--- src/rtl/led_breath_scheduler.sv ---
// Breathing-envelope PWM sequencer for a bank of LEDs: unison, chase and note-flash patterns.
// Optional build macro LED_ACTIVE_LOW_EN inverts the LED outputs (idle/reset value all ones).
module led_breath_scheduler #(
  parameter int N_LED        = 8,
  parameter int PERIOD       = 10000,
  parameter int DUTY_MAX     = 9999,
  parameter int DUTY_STEP    = 1,
  parameter int HOLD_PERIODS = 4
) (
  input  logic                     clk,
  input  logic                     rst,
  input  logic                     en,
  input  logic [1:0]               mode,
  input  logic                     note_valid,
  input  logic [$clog2(N_LED)-1:0] note_idx,
  output logic [N_LED-1:0]         leds,
  output logic                     period_tick,
  output logic                     busy
);

  localparam int CNT_W  = $clog2(PERIOD);
  localparam int DUTY_W = $clog2(DUTY_MAX + 1);
  localparam int CH_W   = $clog2(N_LED);
  localparam int HOLD_W = (HOLD_PERIODS > 1) ? $clog2(HOLD_PERIODS) : 1;

  localparam logic [2:0] S_IDLE    = 3'd0;
  localparam logic [2:0] S_RISE    = 3'd1;
  localparam logic [2:0] S_HOLD_HI = 3'd2;
  localparam logic [2:0] S_FALL    = 3'd3;
  localparam logic [2:0] S_HOLD_LO = 3'd4;

  localparam logic [1:0] M_OFF    = 2'b00;
  localparam logic [1:0] M_UNISON = 2'b01;
  localparam logic [1:0] M_CHASE  = 2'b10;
  localparam logic [1:0] M_NOTE   = 2'b11;

`ifdef LED_ACTIVE_LOW_EN
  localparam logic [N_LED-1:0] OFF_VAL = '1;
`else
  localparam logic [N_LED-1:0] OFF_VAL = '0;
`endif

  logic [CNT_W-1:0]  r_cnt;
  logic [DUTY_W-1:0] r_duty;
  logic [CH_W-1:0]   r_ch;
  logic [HOLD_W-1:0] r_hold;
  logic [2:0]        r_state;
  logic [1:0]        r_mode;
  logic [N_LED-1:0]  r_leds;
  logic              r_period_tick;

  logic              w_force;
  logic              w_note;
  logic              w_on;
  logic              w_hold_done;
  logic [DUTY_W-1:0] w_duty_up;
  logic [DUTY_W-1:0] w_duty_dn;
  logic [CH_W-1:0]   w_ch_next;
  logic [N_LED-1:0]  w_pat;

  assign w_force = !en || (mode == M_OFF);
  assign w_note  = note_valid && (mode == M_NOTE) && (32'(note_idx) < 32'(N_LED));

  // Saturation is decided on 32-bit sums so a step past DUTY_MAX or below 0 never wraps.
  assign w_duty_up = (32'(r_duty) + 32'(DUTY_STEP) >= 32'(DUTY_MAX)) ?
                     DUTY_W'(DUTY_MAX) : r_duty + DUTY_W'(DUTY_STEP);
  assign w_duty_dn = (32'(r_duty) <= 32'(DUTY_STEP)) ? '0 : r_duty - DUTY_W'(DUTY_STEP);

  assign w_ch_next   = (32'(r_ch) == 32'(N_LED - 1)) ? '0 : r_ch + CH_W'(1);
  assign w_hold_done = (32'(r_hold) == 32'(HOLD_PERIODS - 1));

  assign w_on  = (32'(r_cnt) < 32'(r_duty));
  assign w_pat = (r_mode == M_UNISON) ? {N_LED{w_on}} :
                 (w_on ? (N_LED'(1) << r_ch) : '0);

  // NOTE: every register below is assigned with <= so all of them sample pre-edge values.
  always_ff @(posedge clk or posedge rst) begin
    if (rst) begin
      r_cnt         <= '0;
      r_duty        <= '0;
      r_ch          <= '0;
      r_hold        <= '0;
      r_state       <= S_IDLE;
      r_mode        <= M_OFF;
      r_leds        <= OFF_VAL;
      r_period_tick <= 1'b0;
    end else begin
      r_cnt         <= (r_cnt == CNT_W'(PERIOD - 1)) ? '0 : r_cnt + CNT_W'(1);
      r_period_tick <= (r_cnt == CNT_W'(PERIOD - 2));
      r_leds        <= w_force ? OFF_VAL : (w_pat ^ OFF_VAL);

      if (w_force) begin
        r_state <= S_IDLE;
        r_duty  <= '0;
        r_hold  <= '0;
        r_ch    <= '0;
      end else if (w_note) begin
        // A key press restarts the fade immediately, even on a tick cycle.
        r_state <= S_FALL;
        r_duty  <= DUTY_W'(DUTY_MAX);
        r_ch    <= note_idx;
        r_mode  <= M_NOTE;
        r_hold  <= '0;
      end else if (r_period_tick) begin
        case (r_state)
          S_IDLE: begin
            if (mode == M_UNISON || mode == M_CHASE) begin
              r_state <= S_RISE;
              r_duty  <= '0;
              r_ch    <= '0;
              r_mode  <= mode;
            end
          end
          S_RISE: begin
            r_duty <= w_duty_up;
            if (w_duty_up == DUTY_W'(DUTY_MAX)) begin
              r_state <= S_HOLD_HI;
              r_hold  <= '0;
            end
          end
          S_HOLD_HI: begin
            if (w_hold_done) r_state <= S_FALL;
            else             r_hold  <= r_hold + HOLD_W'(1);
          end
          S_FALL: begin
            r_duty <= w_duty_dn;
            if (w_duty_dn == '0) begin
              r_state <= S_HOLD_LO;
              r_hold  <= '0;
            end
          end
          S_HOLD_LO: begin
            if (w_hold_done) begin
              r_mode  <= mode;
              if (mode == M_CHASE) r_ch <= w_ch_next;
              r_state <= (mode == M_NOTE) ? S_IDLE : S_RISE;
            end else begin
              r_hold <= r_hold + HOLD_W'(1);
            end
          end
          default: r_state <= S_IDLE;
        endcase
      end
    end
  end

  assign leds        = r_leds;
  assign period_tick = r_period_tick;
  assign busy        = (r_state != S_IDLE);

endmodule

--- config.mk ---
export PLATFORM = sky130hd
export DESIGN_NAME = led_breath_scheduler
export DESIGN_NICKNAME = d
export VERILOG_FILES = /design/src/rtl/led_breath_scheduler.sv
export SDC_FILE = /design/constraint.sdc
export NUM_CORES = 1
export LEC_CHECK = 0
export ABC_AREA = 1
export BUFFER_PORTS_ARGS = -buffer_cell sky130_fd_sc_hd__buf_4
export CORE_ASPECT_RATIO = 1.2
export CORE_MARGIN = 2
export CORE_UTILIZATION = 62
export DETAILED_ROUTE_END_ITERATION = 10
export PLACE_DENSITY = 0.8
export SLEW_MARGIN = 25
export SYNTH_ARGS = -nofsm -noshare
export SYNTH_HDL_FRONTEND = slang
export SYNTH_SLANG_ARGS = --single-unit
--- constraint.sdc ---
create_clock -name clk -period 2.2 [get_ports clk]
set_clock_uncertainty 0.05 [all_clocks]
set_input_delay 0.44 -clock clk [delete_from_list [all_inputs] [get_ports clk]]
set_output_delay 0.44 -clock clk [all_outputs]
set_load 0.005 [all_outputs]
==> flow_metrics.py <==
metrics = {
    "clock_network": {
        "cts_sinks": 47,
        "cts_buffers": 5,
        "htree_levels": 2,
        "clk_pin_slew_ns": 0.10,
        "hold_buffers": 0,
        "cts_tree": "built",
        "clk-insertion-delay-late_ns": 0.31,
        "clockBufferDepth": 2,
        "cts-root-buf": "clkbuf_8",
    },
    "floorplanning": {
        "die_area_um2": 6870,
        "die_h_um": 90.4,
        "fp.coreArea_um2": 6010,
        "num_io_pins": 19,
        "rows": 31,
        "initial_core_util_pct": 64.2,
        "fp.dieW_um": 76.0,
    },
    "place": {
        "place.gp.congestion": 1.04,
        "dp_hpwl_um": 8300,
        "port_buffers": 18,
    },
    "sta": {
        "tightest_slew_ns": 0.387,
        "fin_crit_ns": 2.25,
        "timing.fmax_ghz": 0.445,
        "layout_setup_ws_ns": -0.0452,
        "rsz0062_at_grt": "yes",
        "final_hold_viol_count": 0,
        "maxSlewViolCount": 0,
        "maxSlewHeadroom_pct": 74.1,
        "setup_violations": 3,
        "setup_tns_ns": -0.0644,
        "period_share_pct": 102,
    },
    "pwr": {
        "combPwrFrac_pct": 52.8,
        "clkPwrFrac_pct": 17.1,
        "cellPowerDensity_nw_per_um2": 733,
        "swShare_pct": 46.5,
        "finalPower_mw": 3.42,
        "intPower_mw": 1.83,
        "power.leakage_nw": 2.48,
        "ir_drop_mv": 0.575,
        "switchingPower_mw": 1.59,
        "p_seq_share_pct": 30.1,
    },
    "critical_path": {
        "r2r_setup_slack_ns": -0.05,
        "crit_arrival_ns": 2.41,
        "cp_max_fo": 8,
        "worstPathRequired_ns": 2.36,
        "end_kind": "flop",
        "ff2ff_path_depth": 14,
        "timing.rr.end": "r_duty[1]",
        "timing.rr.start": "r_duty[1]",
        "worstSetupPathType": "flop to flop",
        "setup.worst_path.start_class": "flop",
    },
    "final_layout": {
        "diodes": 0,
        "fillers": 469,
        "nets": 671,
        "drive_gt1_share_pct": 23.7,
        "area_growth_syn_to_layout_pct": 21.1,
    },
    "synth": {
        "ys.flop_type": "dfrtp_1",
        "syn_area_um2": 3860,
        "ys_types": 35,
        "synth_most_common_cell": "nand2_1",
        "synth_edf_count": 0,
        "synthTopCellsByArea": "dfrtp_1 30%, nand2_1 17%, ha_1 9.4%, inv_1 7.3%, nor2_1 6.1%",
        "yosysTopAreaCell": "dfrtp_1",
        "synth_cells": 576,
        "async_flop_share_pct": 100,
        "seq_area_frac_synth_pct": 30.5,
        "syn_nets": 614,
        "synth_common_cells": "175 x nand2_1, 75 x inv_1, 63 x nor2_1",
        "synth-seq-cells": 47,
        "ys.warnings.count": 0,
        "syn_area_per_cell_um2": 6.70,
        "netlist.area_leader.share_pct": 30.5,
    },
    "global_routing": {
        "grt_max_degree": 20,
        "grt_overflow": 0,
        "antenna_found_initial": 0,
        "grt_pass1_wl_um": 18200,
        "grt_pass1_vias": 3906,
        "grtUsageTotal_pct": 32.7,
    },
    "run_status": {
        "violations": "setup timing",
        "status": "finished with violations",
    },
    "route": {
        "drc": 0,
        "ant_nets": 0,
        "drtIter0Drc": 335,
        "vias_per_cell": 5.79,
        "dr_total_vias": 4147,
        "dr.pass1.iters": 6,
        "wire_per_inst_um": 15.8,
        "drt_wl_total_um": 11300,
    },
    "worst_hold_path": {
        "hp-class": "primary input to asynchronous set/reset pin",
    },
    "job": {
        "maxCapViolCount": 0,
    },
}
-- cell usage in the layout (no fill, tap or decap), drive strengths merged, types with 4 or more instances in the layout --
master / instances
nand2: 182
inv: 81
nor2: 74
buf: 58
dfrtp: 47
nand3: 46
ha: 29
a21oi: 26
o21ai: 26
nand4: 19
nor3: 10
xor2: 5
a31oi: 5
clkbuf: 5
o31ai: 4
nor3b: 4
-- worst max path at each step --
stage / startpoint / endpoint / slack [ns]
after floorplan: mode[0] / r_duty[0] / 0.11
final: r_duty[1] / r_duty[1] / -0.05
after global placement: r_duty[1] / r_hold[1] / -0.07
after detailed placement: r_duty[1] / r_hold[0] / -0.11
after global routing: r_duty[1] / r_duty[12] / -0.12
after CTS: r_duty[1] / r_hold[0] / 0.003
-- routing by layer --
metal	routed length, µm	vias up	global-route usage [%]
met5	0	-	0
met4	705	0	18.6
met3	800	63	4.20
met2	5530	217	57.0
met1	4290	1891	38.6
li1	-	1976	-
-- timing repair --
action	4_1_cts	5_1_grt
setup endpoints to repair	15	19
setup buffers	1	4
pin swaps	1	20
gates resized for setup	2	63
cloned	0	1
-- state kept, by name (all words and copies together) (netlist names) --
signal / flops
r_mode: 2
r_ch: 3
period_tick: 1
r_hold: 2
r_duty: 14
r_state: 3
r_cnt: 14
leds: 8
-- logic make-up (layout without fill, tap and decap cells) --
family | count (synthesis) | count (layout) | share of synthesized area (%)
flops | 47 | 47 | 30.5
fa+ha+maj | 29 | 29 | 9.41
buf+inv | 88 | 145 | 9.05
simple gates | 340 | 341 | 40.3
compound gates | 67 | 67 | 9.63
xor+xnor | 5 | 5 | 1.14
-- power by group through the flow --
stage | logic, mW | registers (mW) | clock network (mW)
2_1_floorplan | 1.07 | 1.01 | 0
3_3_place_gp | 1.52 | 1.04 | 0
3_5_place_dp | 1.56 | 1.04 | 0
4_1_cts | 1.59 | 1.02 | 0.601
5_1_grt | 1.95 | 1.04 | 0.627
6_report | 1.81 | 1.03 | 0.585
-- worst max-delay path, cell delays in order, from the launching register on --
cell and delay, ns:
dfrtp_2 0.46, ha_4 0.17, nand2_4 0.06, nor2_4 0.23, nand3_2 0.11, nand2_2 0.10, nand2_4 0.07, nor2_4 0.16
nand3_2 0.12, nand2_4 0.16, nand2_4 0.10, o21ai_1 0.16, nand2_1 0.07, nand2_1 0.06, nand2_1 0.05
-- per-stage QoR --
stage | utilization (%) | area, µm² | hold slack, ns | std cells | setup slack (ns)
CTS | 73.4 | 4410 | 0.0491 | 711 | 0.00324
global placement | 71.6 | 4310 | 0.390 | 702 | -0.0702
detailed placement | 71.6 | 4310 | 0.396 | 702 | -0.106
global route | 77.7 | 4670 | 0.0698 | 716 | -0.116
floorplan | - | 3860 | 0.396 | 576 | 0.114
finish | 77.7 | 4670 | 0.0433 | 716 | -0.0452
-- area by class of cell --
class                           count  area [µm²]  share of cell area (%)
Clock buffer                        5        68.8                    1.47
Clock inverter                      3        27.5                   0.589
Inverter                           79         297                    6.35
Multi-Input combinational cell    442        2530                    54.3
Sequential cell                    47        1190                    25.4
Tap cell                           82         103                    2.20
Timing Repair Buffer               58         452                    9.67
(Power assumes the default switching activity.)
